<file path="config.mk">
export PLATFORM = sky130hd
export DESIGN_NAME = mem_arbiter_flat
export DESIGN_NICKNAME = d
export VERILOG_FILES = /design/src/rtl/mem_arbiter_if.sv /design/src/rtl/mem_arbiter.sv /design/src/flat_wrapper.sv
export SDC_FILE = /design/constraint.sdc
export NUM_CORES = 1
export LEC_CHECK = 0
export BUFFER_PORTS_ARGS = -buffer_cell sky130_fd_sc_hd__buf_2
export CAP_MARGIN = 20
export CORE_UTILIZATION = 30
export CTS_CLUSTER_SIZE = 40
export DETAILED_ROUTE_END_ITERATION = 8
export SLEW_MARGIN = 40
export SYNTH_ARGS = -nofsm -noshare
export SYNTH_HDL_FRONTEND = slang
export SYNTH_SLANG_ARGS = --single-unit
</file>
<file path="constraint.sdc">
create_clock -name clk -period 2.87 [get_ports clk]
set_input_delay 0.4305 -clock clk [delete_from_list [all_inputs] [get_ports clk]]
set_output_delay 0.4305 -clock clk [all_outputs]
set_load 0.005 [all_outputs]
</file>
<file path="src/rtl/mem_arbiter_if.sv">
// Bus between the three requesters, the arbiter and the single-port RAM.
// The slave view belongs to the arbiter. The master view is the combined
// requester/RAM side.
interface mem_arbiter_if;
  // Requester side: data (port 0), fetch (port 1), loader (port 2)
  logic        d_req,   f_req,   l_req;
  logic        d_we,             l_we;
  logic [31:0] d_addr,  f_addr,  l_addr;
  logic [31:0] d_wdata,          l_wdata;
  logic        d_gnt,   f_gnt,   l_gnt;
  logic        d_ack,   f_ack,   l_ack;
  logic [31:0] d_rdata, f_rdata, l_rdata;
  logic        busy;

  // RAM side
  logic [29:0] ram_address;
  logic [31:0] ram_data;
  logic        ram_wren;
  logic [31:0] ram_q;

  modport slave (
    input  d_req, f_req, l_req, d_we, l_we,
    input  d_addr, f_addr, l_addr, d_wdata, l_wdata,
    input  ram_q,
    output d_gnt, f_gnt, l_gnt, d_ack, f_ack, l_ack,
    output d_rdata, f_rdata, l_rdata, busy,
    output ram_address, ram_data, ram_wren
  );

  modport master (
    output d_req, f_req, l_req, d_we, l_we,
    output d_addr, f_addr, l_addr, d_wdata, l_wdata,
    output ram_q,
    input  d_gnt, f_gnt, l_gnt, d_ack, f_ack, l_ack,
    input  d_rdata, f_rdata, l_rdata, busy,
    input  ram_address, ram_data, ram_wren
  );
endinterface

</file>
<file path="src/rtl/mem_arbiter.sv">
// Single-port RAM arbiter for CPU data, CPU fetch and loader/debug ports.
// Every access goes IDLE -> ACCESS -> RESP, so one access completes every three
// cycles. Fixed priority d > f > l is used, except that a fetch or loader port
// that has watched STARVE_LIMIT other grants goes first.
module mem_arbiter #(
  parameter int unsigned STARVE_LIMIT = 4  // legal range 1..15
) (
  input  logic          clk,
  input  logic          reset,
  mem_arbiter_if.slave  bus
);

  typedef enum logic [1:0] {IDLE, ACCESS, RESP} state_t;
  typedef enum logic [1:0] {PORT_D, PORT_F, PORT_L} port_t;

  localparam logic [3:0] LIMIT = 4'(STARVE_LIMIT);

  state_t     state, state_next;
  port_t      win, owner;
  logic       any_req;
  logic       f_starved, l_starved;
  logic       lat_we;
  logic [3:0] f_wait, l_wait;

  // The low two address bits are byte offsets. The RAM is word addressed.
  logic unused_addr_bits;
  assign unused_addr_bits = ^{bus.d_addr[1:0], bus.f_addr[1:0], bus.l_addr[1:0]};

  // Saturating wait count. It is cleared when the port is not asking or
  // when it wins.
  function automatic logic [3:0] next_wait(logic [3:0] cnt, logic req, logic won);
    if (!req || won)       return 4'd0;
    else if (cnt == LIMIT) return cnt;
    else                   return cnt + 4'd1;
  endfunction

  assign f_starved = (f_wait == LIMIT);
  assign l_starved = (l_wait == LIMIT);
  assign any_req   = bus.d_req | bus.f_req | bus.l_req;

  // Status and RAM write strobe decode directly from the state register
  assign bus.busy     = (state != IDLE);
  assign bus.ram_wren = (state == ACCESS) && lat_we;

  // State register
  always_ff @(posedge clk) begin
    if (reset) state <= IDLE;
    else       state <= state_next;
  end

  // Winner selection and next-state logic
  always_comb begin
    // NOTE: every signal gets a default value before the branches. Without this, a missed path would infer a latch.
    state_next = state;
    win        = PORT_D;

    if      (bus.f_req && f_starved) win = PORT_F;
    else if (bus.l_req && l_starved) win = PORT_L;
    else if (bus.d_req)              win = PORT_D;
    else if (bus.f_req)              win = PORT_F;
    else if (bus.l_req)              win = PORT_L;

    case (state)
      IDLE:    if (any_req) state_next = ACCESS;
      ACCESS:  state_next = RESP;
      RESP:    state_next = IDLE;
      default: state_next = IDLE;
    endcase
  end

  // Request capture, wait counters, grant/ack pulses and read-data return
  always_ff @(posedge clk) begin
    // NOTE: registered state uses non-blocking assignments only. All flops then update together at the clock edge.
    if (reset) begin
      owner           <= PORT_D;
      lat_we          <= 1'b0;
      bus.ram_address <= '0;
      bus.ram_data    <= '0;
      f_wait          <= '0;
      l_wait          <= '0;
      bus.d_gnt       <= 1'b0;
      bus.f_gnt       <= 1'b0;
      bus.l_gnt       <= 1'b0;
      bus.d_ack       <= 1'b0;
      bus.f_ack       <= 1'b0;
      bus.l_ack       <= 1'b0;
      bus.d_rdata     <= '0;
      bus.f_rdata     <= '0;
      bus.l_rdata     <= '0;
    end else begin
      bus.d_gnt <= 1'b0;
      bus.f_gnt <= 1'b0;
      bus.l_gnt <= 1'b0;
      bus.d_ack <= 1'b0;
      bus.f_ack <= 1'b0;
      bus.l_ack <= 1'b0;

      case (state)
        IDLE: begin
          f_wait <= next_wait(f_wait, bus.f_req, win == PORT_F);
          l_wait <= next_wait(l_wait, bus.l_req, win == PORT_L);
          if (any_req) begin
            owner <= win;
            case (win)
              PORT_F: begin
                bus.f_gnt       <= 1'b1;
                lat_we          <= 1'b0;
                bus.ram_address <= bus.f_addr[31:2];
              end
              PORT_L: begin
                bus.l_gnt       <= 1'b1;
                lat_we          <= bus.l_we;
                bus.ram_address <= bus.l_addr[31:2];
                bus.ram_data    <= bus.l_wdata;
              end
              default: begin
                bus.d_gnt       <= 1'b1;
                lat_we          <= bus.d_we;
                bus.ram_address <= bus.d_addr[31:2];
                bus.ram_data    <= bus.d_wdata;
              end
            endcase
          end
        end
        RESP: begin
          case (owner)
            PORT_F: begin
              bus.f_ack <= 1'b1;
              if (!lat_we) bus.f_rdata <= bus.ram_q;
            end
            PORT_L: begin
              bus.l_ack <= 1'b1;
              if (!lat_we) bus.l_rdata <= bus.ram_q;
            end
            default: begin
              bus.d_ack <= 1'b1;
              if (!lat_we) bus.d_rdata <= bus.ram_q;
            end
          endcase
        end
        default: ;
      endcase
    end
  end

endmodule
</file>
<file path="src/flat_wrapper.sv">
// flat-port wrapper written by rule: the top's interface ports become plain ports
module mem_arbiter_flat 
#(
  parameter int unsigned STARVE_LIMIT = 4                      
)
  (clk, reset, bus_d_req, bus_f_req, bus_l_req, bus_d_we, bus_l_we, bus_d_addr, bus_f_addr, bus_l_addr, bus_d_wdata, bus_l_wdata, bus_ram_q, bus_d_gnt, bus_f_gnt, bus_l_gnt, bus_d_ack, bus_f_ack, bus_l_ack, bus_d_rdata, bus_f_rdata, bus_l_rdata, bus_busy, bus_ram_address, bus_ram_data, bus_ram_wren);
  mem_arbiter_if bus_i ();
  input  logic clk;
  input  logic reset;
  input wire logic [$bits(bus_i.d_req)-1:0] bus_d_req;
  input wire logic [$bits(bus_i.f_req)-1:0] bus_f_req;
  input wire logic [$bits(bus_i.l_req)-1:0] bus_l_req;
  input wire logic [$bits(bus_i.d_we)-1:0] bus_d_we;
  input wire logic [$bits(bus_i.l_we)-1:0] bus_l_we;
  input wire logic [$bits(bus_i.d_addr)-1:0] bus_d_addr;
  input wire logic [$bits(bus_i.f_addr)-1:0] bus_f_addr;
  input wire logic [$bits(bus_i.l_addr)-1:0] bus_l_addr;
  input wire logic [$bits(bus_i.d_wdata)-1:0] bus_d_wdata;
  input wire logic [$bits(bus_i.l_wdata)-1:0] bus_l_wdata;
  input wire logic [$bits(bus_i.ram_q)-1:0] bus_ram_q;
  output wire logic [$bits(bus_i.d_gnt)-1:0] bus_d_gnt;
  output wire logic [$bits(bus_i.f_gnt)-1:0] bus_f_gnt;
  output wire logic [$bits(bus_i.l_gnt)-1:0] bus_l_gnt;
  output wire logic [$bits(bus_i.d_ack)-1:0] bus_d_ack;
  output wire logic [$bits(bus_i.f_ack)-1:0] bus_f_ack;
  output wire logic [$bits(bus_i.l_ack)-1:0] bus_l_ack;
  output wire logic [$bits(bus_i.d_rdata)-1:0] bus_d_rdata;
  output wire logic [$bits(bus_i.f_rdata)-1:0] bus_f_rdata;
  output wire logic [$bits(bus_i.l_rdata)-1:0] bus_l_rdata;
  output wire logic [$bits(bus_i.busy)-1:0] bus_busy;
  output wire logic [$bits(bus_i.ram_address)-1:0] bus_ram_address;
  output wire logic [$bits(bus_i.ram_data)-1:0] bus_ram_data;
  output wire logic [$bits(bus_i.ram_wren)-1:0] bus_ram_wren;
  assign bus_i.d_req = bus_d_req;
  assign bus_i.f_req = bus_f_req;
  assign bus_i.l_req = bus_l_req;
  assign bus_i.d_we = bus_d_we;
  assign bus_i.l_we = bus_l_we;
  assign bus_i.d_addr = bus_d_addr;
  assign bus_i.f_addr = bus_f_addr;
  assign bus_i.l_addr = bus_l_addr;
  assign bus_i.d_wdata = bus_d_wdata;
  assign bus_i.l_wdata = bus_l_wdata;
  assign bus_i.ram_q = bus_ram_q;
  assign bus_d_gnt = bus_i.d_gnt;
  assign bus_f_gnt = bus_i.f_gnt;
  assign bus_l_gnt = bus_i.l_gnt;
  assign bus_d_ack = bus_i.d_ack;
  assign bus_f_ack = bus_i.f_ack;
  assign bus_l_ack = bus_i.l_ack;
  assign bus_d_rdata = bus_i.d_rdata;
  assign bus_f_rdata = bus_i.f_rdata;
  assign bus_l_rdata = bus_i.l_rdata;
  assign bus_busy = bus_i.busy;
  assign bus_ram_address = bus_i.ram_address;
  assign bus_ram_data = bus_i.ram_data;
  assign bus_ram_wren = bus_i.ram_wren;
  mem_arbiter #(.STARVE_LIMIT(STARVE_LIMIT)) u_core (.clk(clk), .reset(reset), .bus(bus_i));
endmodule
</file>
==> results.py, run 1 <==
metrics = {
    "pwr": {
        "peakVddDrop_uv": 397,
        "pwr_density_cell_nw_per_um2": 591,
        "leakage_nw": 4.37,
    },
    "clock_network": {
        "cts-resized-gates": 0,
        "hold_buffers": 0,
        "clk_root_buffer_cell": "clkbuf_16",
        "clockBufferDepth": 2,
        "cts_setup_buffers": 0,
        "cts_tree": "done",
        "insertion_delay_ns": 0.42,
        "cts_num_sinks": 177,
        "htreeDepth": 4,
        "clk_pin_slew_worst_paths_ns": 0.08,
        "cts_buffers": 17,
    },
    "worst_setup_path": {
        "cp_data_arrival_time_ns": 2.88,
        "slowest_delay_ns": 0.41,
        "cp-start-kind": "flop",
        "critPathRequiredTime_ns": 3.21,
        "end_kind": "flop",
        "r2r-start": "u_core.l_wait[0]",
        "crit_start": "u_core.l_wait[0]",
        "critPathBufInv": 3,
        "path_max_fanout": 40,
        "r2r_cells": 10,
        "rrSetupSlack_ns": 0.33,
        "cp.depth": 10,
        "cpMostUsedCell": "inv_1",
        "crit_slowest_cell": "dfxtp_1",
        "cp-endpoint": "u_core.l_wait[1]",
        "crit_type": "reg -> reg",
        "cp_cell_sequence": "inv_1, ha_1, and3b_1, o211ai_1, inv_1, ha_4, nor2b_1, buf_4, nand4_1, a31oi_1",
        "critical_path.top_delay_family": "simple AND/OR/NAND/NOR gates",
        "r2r-end": "u_core.l_wait[1]",
    },
    "global_routing": {
        "overflow": 0,
        "grt_pass1_vias": 6611,
        "grt_antenna_before_repair": 1,
        "grt_first_pass_wirelength_mm": 35.0,
        "grt_usage_pct": 18.2,
        "grt_start_max_net_pins": 113,
    },
    "floorplanning": {
        "die-height_um": 158,
        "die_w_um": 158,
        "coreArea_um2": 23700,
        "die-area_um2": 25000,
        "num_rows": 56,
        "start_util_pct": 30.8,
        "ioPinCount": 365,
    },
    "logic_synthesis": {
        "netlist_area_um2": 7300,
        "synth.area.mux_share_pct": 4.39,
        "synthAdderAreaFrac_pct": 1.37,
        "yosysUniqueCellTypes": 39,
        "seq_area_frac_synth_pct": 48.6,
        "synth_top_family_by_area": "compound AO/OA/AOI/OAI gates",
        "syn_nets": 1060,
        "synth_ff_type": "dfxtp_1",
        "synth-edff-count": 0,
        "synth_seq_cells": 177,
        "yosys.area.top_type_share_pct": 48.6,
        "synth_warnings": 0,
        "yosys.area_share.simple_pct": 17.0,
        "syn-instance-count": 853,
        "synth.avg_cell_area_um2": 8.56,
        "synth-compound-area-share_pct": 22.8,
        "synth-xor-area-share_pct": 0,
        "yosysMostFrequentCell": "nand2_1",
        "synthTopCellsByCount": "230 x nand2_1, 177 x dfxtp_1, 133 x a21oi_1",
        "synth_largest_area_cell": "dfxtp_1",
        "synthTopCellsByArea": "dfxtp_1 49%, nand2_1 12%, a21oi_1 9.1%",
        "async_reset_ff_share_pct": 0,
    },
    "sta": {
        "timing.hold.ws_ns": 0.261,
        "finalWorstSetupSlack_ns": 0.325,
        "hold_viol": 0,
        "rsz0062_at_grt": "false",
        "relSlewSlack_pct": 56.4,
        "report.final.slew_viol_count": 0,
        "tightestPinTransition_ns": 0.653,
        "final.setup_skew_ns": 0.00850,
        "tns_ns": 0,
        "max_freq_mhz": 393,
        "min_period_over_period_pct": 88.7,
        "setup-violations-final": 0,
        "period_minus_slack_ns": 2.54,
    },
    "place": {
        "dp_hpwl_mm": 16.1,
        "io_buffers": 358,
        "place_ws_ns": 0.366,
        "placed_area_um2": 9330,
        "place.gp.congestion": 0.831,
        "dp.cells": 1469,
    },
    "drt": {
        "drt-pass1-iter-count": 5,
        "finalWirelength_mm": 23.0,
        "drcViolationCount": 0,
        "via_per_inst": 4.76,
        "ant_nets": 0,
        "num_vias": 7159,
        "wl_per_cell_um": 15.3,
        "drt_iter0_markers": 333,
    },
    "finish": {
        "instances_no_fill": 1505,
        "post_route_cells_drive_above_1_share_pct": 35.5,
        "syn_to_final_growth_pct": 37.1,
        "final_cell_area_um2": 10000,
        "fillerInstances": 2472,
        "nets": 1378,
    },
    "hold_path": {
        "hold_class": "in -> reg",
    },
    "flow_run": {
        "max_cap_viol_count": 0,
    },
    "outcome": {
        "status": "completed",
    },
}
-- worst min path at each step --
stage / startpoint / endpoint / slack (ns) / cells past startpoint
6_report: bus_ram_q[17] / u_core.bus.f_rdata[17] / 0.26 / 3
5_1_grt: bus_ram_q[27] / u_core.bus.f_rdata[27] / 0.24 / 3
4_1_cts: bus_ram_q[20] / u_core.bus.l_rdata[20] / 0.24 / 3
3_5_place_dp: u_core.bus.d_rdata[26] / u_core.bus.d_rdata[26] / 0.44 / 2
3_3_place_gp: u_core.bus.d_rdata[14] / u_core.bus.d_rdata[14] / 0.44 / 2
2_1_floorplan: u_core.bus.d_rdata[0] / u_core.bus.d_rdata[0] / 0.45 / 2
-- metrics by stage --
stage / utilization [%] / total power, mW
3_3_place_gp: 39.4 / 3.53
4_1_cts: 42.1 / 5.99
3_5_place_dp: 39.4 / 3.53
5_1_grt: 42.2 / 6.21
2_1_floorplan: - / 3.14
6_report: 42.3 / 5.91
-- final cells by class --
class	count	area, um2	area share (%)
flip-flops and latches	177	3540	35.4
clock inverters	15	201	2.01
clock buffers	17	425	4.25
diodes	2	5.00	0.0500
inverters	10	37.5	0.375
well taps	319	399	3.99
multi-input cells	589	3390	33.9
repair buffers	376	2010	20.1
-- kinds of logic (layout without fill, tap and decap cells) --
kind of cell	count (synthesis)	in the layout
AOI/OAI and AO/OA	271	271
and+or+nand+nor	278	278
adders and majority gates	8	8
other	0	2
muxes	32	32
DFF	177	177
buffers and inverters	87	418
-- per-layer routing --
layer	routed length, um	track usage (%)
met5	0	0
met4	699	7.92
met3	1590	5.09
met2	10900	30.8
met1	9800	21.5
-- sequential cells by signal, indices dropped and copies added (netlist names) --
signal                  cells
u_core.bus.d_rdata         32
u_core.bus.f_rdata         32
u_core.bus.l_rdata         32
u_core.bus.ram_data        32
u_core.bus.ram_address     30
u_core.f_wait               4
u_core.l_wait               4
u_core.owner                2
u_core.state                2
u_core.bus.d_ack            1
u_core.bus.d_gnt            1
u_core.bus.f_ack            1
u_core.bus.f_gnt            1
u_core.bus.l_ack            1
u_core.bus.l_gnt            1
u_core.lat_we               1
-- placed cells by master (no fill, tap or decap), drive strengths merged, types with 8 or more instances in the layout --
cell      n
clkbuf   17
inv      15
a211oi   34
nand2   230
nand3     8
a22oi    30
buf     376
ha        8
dfxtp   177
o21ai    32
a22o     30
mux2i    32
a21oi   134
-- worst min-delay path: stages --
cell and delay [ns]:
buf_2 0.11, nand2_1 0.05, a21oi_1 0.05
-- power breakdown --
group	switching [mW]	internal (mW)	total, mW	leakage (nW)
Sequential	0.0799	2.58	2.66	1.44
Clock	1.10	1.33	2.43	0.292
Combinational	0.438	0.376	0.815	2.64
Total	1.62	4.29	5.91	4.37
Note: power is estimated with default switching activity, not from simulation.
==> run 2, diff against run 1 <==
--- a/config.mk
+++ b/config.mk
@@ -5,11 +5,11 @@
 export SDC_FILE = /design/constraint.sdc
 export NUM_CORES = 1
 export LEC_CHECK = 0
-export BUFFER_PORTS_ARGS = -buffer_cell sky130_fd_sc_hd__buf_2
 export CAP_MARGIN = 20
 export CORE_UTILIZATION = 30
 export CTS_CLUSTER_SIZE = 40
 export DETAILED_ROUTE_END_ITERATION = 8
+export DONT_BUFFER_PORTS = 1
 export SLEW_MARGIN = 40
 export SYNTH_ARGS = -nofsm -noshare
 export SYNTH_HDL_FRONTEND = slang
==> run 2 against run 1 <==
Sequential power is 2% higher. Die area stayed put. Global-route usage is 1.8 points lower. Clock-buffer cell count unchanged. Non-clock buffer count is 360 lower. First-iteration DRC count increased by 61%. Via count down 16%. Clock skew rose by 0.012 ns. Register-to-register slack worse by 0.05 ns. Largest cell class unchanged. Highest routed layer unchanged.
==> results.py, run 2 (synthesis results as in run 1) <==
metrics = {
    "finish": {
        "post_route_cells_drive_above_1_share_pct": 7.28,
        "layout.cells.most_common": "nand2_1",
        "layout_common_cells": "230 x nand2_1, 177 x dfxtp_1, 133 x a21oi_1, 34 x a211oi_1",
        "post-route-util_pct": 34.4,
        "final_cell_area_um2": 8140,
        "fillerInstances": 2496,
        "syn_to_final_growth_pct": 11.5,
        "instances_no_fill": 1147,
        "nets": 1018,
    },
    "outcome": {
        "status": "completed",
    },
    "drt": {
        "wl_met3_mm": 1.88,
        "met1Wirelength_mm": 8.88,
        "drcViolationCount": 0,
        "via_per_inst": 5.26,
        "drt_iter0_markers": 535,
        "wl_per_cell_um": 19.0,
        "routed.top_layer": "met4",
        "met2_wirelength_mm": 10.5,
        "drt-pass1-iter-count": 5,
        "finalWirelength_mm": 21.8,
        "num_vias": 6038,
        "ant_nets": 0,
    },
    "hold_path": {
        "hold_class": "in -> reg",
    },
    "worst_setup_path": {
        "critPathRequiredTime_ns": 3.16,
        "slowest_delay_ns": 0.42,
        "end_kind": "flop",
        "crit_type": "reg -> reg",
        "cp_data_arrival_time_ns": 2.88,
        "path_max_fanout": 34,
        "crit_slowest_cell": "dfxtp_1",
        "cp_cell_sequence": "inv_1, ha_1, and3b_1, o211ai_1, inv_1, ha_4, buf_12, and3b_1, a21oi_1, a311oi_1",
        "cp-start-kind": "flop",
    },
    "place": {
        "dp.cells": 1109,
        "place.gp.congestion": 0.797,
        "placed_area_um2": 7510,
        "place_ws_ns": 0.147,
        "io_buffers": 0,
        "dp_hpwl_mm": 14.6,
    },
    "floorplanning": {
        "ioPinCount": 365,
        "num_rows": 56,
        "die-height_um": 158,
        "die-area_um2": 25000,
        "start_util_pct": 30.8,
        "die_w_um": 158,
        "coreArea_um2": 23700,
    },
    "sta": {
        "finalWorstSetupSlack_ns": 0.271,
        "final.setup_skew_ns": 0.0203,
        "max_freq_mhz": 385,
        "period_minus_slack_ns": 2.60,
        "hold_viol": 0,
        "report.final.slew_viol_count": 0,
        "setup-violations-final": 0,
        "timing.hold.ws_ns": 0.0774,
        "relSlewSlack_pct": 55.3,
        "tightestPinTransition_ns": 0.670,
        "tns_ns": 0,
        "min_period_over_period_pct": 90.6,
        "rsz0062_at_grt": "false",
    },
    "global_routing": {
        "grt_start_max_net_pins": 143,
        "grt_first_pass_wirelength_mm": 30.8,
        "grt_pass1_vias": 5291,
        "grt_usage_pct": 16.4,
        "grt_antenna_before_repair": 4,
        "overflow": 0,
    },
    "pwr": {
        "totalPowerFinal_mw": 5.55,
        "pwr_density_cell_nw_per_um2": 682,
        "leakage_nw": 2.70,
        "peakVddDrop_uv": 324,
    },
    "clock_network": {
        "htreeDepth": 4,
        "cts-resized-gates": 0,
        "cts_setup_buffers": 0,
        "hold_buffers": 0,
        "cts_num_sinks": 177,
        "cts_buffers": 17,
        "cts_tree": "done",
        "clk_root_buffer_cell": "clkbuf_16",
        "insertion_delay_ns": 0.44,
        "clk_pin_slew_worst_paths_ns": 0.08,
        "clockBufferDepth": 2,
    },
    "flow_run": {
        "max_cap_viol_count": 0,
    },
}
-- run 2: cell types whose count changed in the layout (fill, tap and decap cells not counted) --
cell / change
buf_2: -357
clkinv_2: +3
inv_6: +3
buf_4: -2
clkinv_8: -2
clkinvlp_4: -2
diode_2: +2
buf_16: -1
bufinv_16: -1
inv_8: -1
-- run 2: report_power, final --
group	total, mW	internal (mW)	switching [mW]
combinational	0.481	0.205	0.276
clock	2.34	1.23	1.12
sequential	2.72	2.59	0.135
-- run 2: final timing paths --
kind	startpoint	to	slack [ns]	depth (start not counted)
setup / recovery	u_core.l_wait[0]	u_core.lat_we	0.27	10
hold / removal	reset	u_core.bus.ram_data[27]	0.08	1
setup reg to reg	u_core.l_wait[0]	u_core.lat_we	0.27	10
hold reg to reg	u_core.bus.f_rdata[13]	u_core.bus.f_rdata[13]	0.47	2
-- run 2: area by class of cell --
class,count,area [um2],share of cell area [%]
clock buffer,17,425,5.23
timing repair buffer,16,178,2.18
sequential,177,3540,43.6
clock inverter,15,154,1.89
multi-input combinational,589,3390,41.6
inverter,10,37.5,0.461
antenna,4,10.0,0.123
tap,319,399,4.91
-- run 2: worst max-delay path, delay by kind of cell, from the launching register on --
| kind | cells | cell delay [ns] |
|---|---|---|
| fa+ha+maj | 2 | 0.51 |
| buf+inv | 3 | 0.45 |
| flops | 1 | 0.42 |
| compound gates | 3 | 0.62 |
| simple gates | 2 | 0.43 |
-- run 2: per-layer routing --
| layer | vias to the layer above | track usage (%) |
|---|---|---|
| li1 | 2899 | - |
| met1 | 2835 | 19.0 |
| met2 | 282 | 27.4 |
| met3 | 22 | 5.42 |
| met4 | 0 | 7.51 |
| met5 | - | 0 |
==> run 3, diff against run 2 <==
--- a/config.mk
+++ b/config.mk
@@ -6,6 +6,7 @@
 export NUM_CORES = 1
 export LEC_CHECK = 0
 export CAP_MARGIN = 20
+export CORE_ASPECT_RATIO = 1.1
 export CORE_UTILIZATION = 30
 export CTS_CLUSTER_SIZE = 40
 export DETAILED_ROUTE_END_ITERATION = 8
==> run 3 against run 2 <==
Register-to-register slack got worse by 0.04 ns. Global-route usage up 0.75 points. Cell count decreased by 1.5%. Fmax shrank 1.7%. Clock-buffer cell count rose by 1. Final area is 0.82% lower. Setup slack got worse by 0.044 ns. Sequential share of layout area rose by 0.36 points. Core utilization down 0.41 points. Power down 0.78%. Highest routed layer unchanged.
==> results.py, run 3 (synthesis results as in run 1) <==
metrics = {
    "place": {
        "place.gp.congestion": 0.794,
        "io_buffers": 0,
        "dp_hpwl_mm": 16.3,
    },
    "finish": {
        "syn_to_final_growth_pct": 10.6,
        "layout.cells.most_common": "nand2_1",
        "layout_common_cells": "230 x nand2_1, 177 x dfxtp_1, 133 x a21oi_1, 34 x a211oi_1",
        "nets": 1018,
        "post-route-util_pct": 33.9,
        "fillerInstances": 2514,
        "post_route_cells_drive_above_1_share_pct": 7.28,
    },
    "sta": {
        "report.final.slew_viol_count": 0,
        "rsz0062_at_grt": "false",
        "final.setup_skew_ns": 0.0185,
        "max_freq_mhz": 378,
        "setup-violations-final": 0,
        "relSlewSlack_pct": 47.8,
        "period_minus_slack_ns": 2.64,
        "hold_viol": 0,
        "tns_ns": 0,
        "tightestPinTransition_ns": 0.782,
        "min_period_over_period_pct": 92.1,
    },
    "pwr": {
        "switching_share_pct": 28.0,
        "clockPowerShare_pct": 41.7,
        "leakage_nw": 2.69,
        "p_int_mw": 3.96,
        "peakVddDrop_uv": 322,
        "p_sw_mw": 1.54,
        "p_comb_share_pct": 8.5,
        "p_seq_share_pct": 49.8,
        "pwr_density_cell_nw_per_um2": 682,
    },
    "hold_path": {
        "hold_class": "in -> reg",
        "min_from": "reset",
    },
    "worst_setup_path": {
        "end_kind": "flop",
        "crit_type": "reg -> reg",
        "path_max_fanout": 53,
        "cp-start-kind": "flop",
        "r2r-start": "u_core.l_wait[0]",
        "critPathRequiredTime_ns": 3.16,
        "crit_start": "u_core.l_wait[0]",
        "cp_data_arrival_time_ns": 2.94,
    },
    "flow_run": {
        "max_cap_viol_count": 0,
    },
    "clock_network": {
        "cts_tree": "done",
        "clk_pin_slew_worst_paths_ns": 0.09,
        "cts-resized-gates": 0,
        "cts_num_sinks": 177,
        "clk_root_buffer_cell": "clkbuf_16",
        "insertion_delay_ns": 0.44,
        "htreeDepth": 4,
        "cts_buffers": 17,
        "clockBufferDepth": 2,
        "hold_buffers": 0,
        "cts_setup_buffers": 0,
    },
    "floorplanning": {
        "die-area_um2": 25000,
        "coreArea_um2": 23800,
        "die_w_um": 151,
        "ioPinCount": 365,
        "num_rows": 59,
        "start_util_pct": 30.7,
        "die-height_um": 166,
    },
    "drt": {
        "wl_per_cell_um": 20.2,
        "finalWirelength_mm": 22.8,
        "num_vias": 5891,
        "via_per_inst": 5.21,
        "drcViolationCount": 0,
        "drt_iter0_markers": 342,
        "ant_nets": 0,
        "drt-pass1-iter-count": 4,
    },
    "global_routing": {
        "grt_pass1_vias": 5304,
        "grt_antenna_before_repair": 1,
        "grt_first_pass_wirelength_mm": 31.7,
        "grt_start_max_net_pins": 143,
        "grt_usage_pct": 17.2,
        "overflow": 0,
    },
    "outcome": {
        "status": "completed",
    },
}
==> run 3: power by group through the flow <==
stage	Sequential [mW]	Clock (mW)	Combinational [mW]
3_5_place_dp	2.80	0	0.479
3_3_place_gp	2.80	0	0.467
6_report	2.74	2.29	0.470
4_1_cts	2.75	2.37	0.479
5_1_grt	2.76	2.45	0.529
2_1_floorplan	2.72	0	0.418
==> run 3: metrics by stage <==
| step | total power [mW] | instances | instance area [um2] | worst slack, ns | hold slack, ns |
|---|---|---|---|---|---|
| 5_1_grt | 5.74 | 1130 | 8070 | 0.0276 | 0.0505 |
| 3_3_place_gp | 3.27 | 1097 | 7480 | 0.331 | 0.453 |
| 4_1_cts | 5.59 | 1129 | 8070 | 0.234 | 0.0502 |
| 2_1_floorplan | 3.14 | 853 | 7300 | 0.539 | 0.453 |
| 6_report | 5.50 | 1130 | 8070 | 0.227 | 0.0793 |
| 3_5_place_dp | 3.28 | 1097 | 7480 | 0.245 | 0.458 |
==> run 3: cell type report <==
class	count	area (um2)	area share, %
antenna	1	2.50	0.0310
clock buffer	18	439	5.44
clock inverter	14	144	1.78
inverter	10	37.5	0.465
multi-input combinational	589	3390	42.0
sequential	177	3540	43.9
tap	305	382	4.73
timing repair buffer	16	133	1.64
==> run 3: layer usage <==
| layer | wire length (um) | up-vias | global-route usage [%] |
|---|---|---|---|
| li1 | - | 2897 | - |
| met1 | 8440 | 2672 | 18.6 |
| met2 | 11200 | 296 | 29.7 |
| met3 | 2750 | 26 | 7.53 |
| met4 | 398 | 0 | 5.95 |
| met5 | 0 | - | 0 |
==> run 3: path summary, 6_finish.rpt <==
| kind | to | slack, ns | cells past startpoint |
|---|---|---|---|
| worst max-delay path | u_core.bus.ram_data[19] | 0.23 | 9 |
| worst min-delay path | u_core.bus.f_rdata[0] | 0.08 | 1 |
| worst max register to register | u_core.bus.ram_data[19] | 0.23 | 9 |
| worst min register to register | u_core.bus.f_rdata[10] | 0.47 | 2 |
==> run 3: worst max-delay path: stages (launching register included) <==
cell	delay, ns
dfxtp_1	0.36
inv_1	0.09
ha_1	0.18
and3b_1	0.24
o211ai_1	0.18
inv_1	0.13
ha_4	0.57
buf_4	0.37
mux2i_1	0.24
a211oi_1	0.09
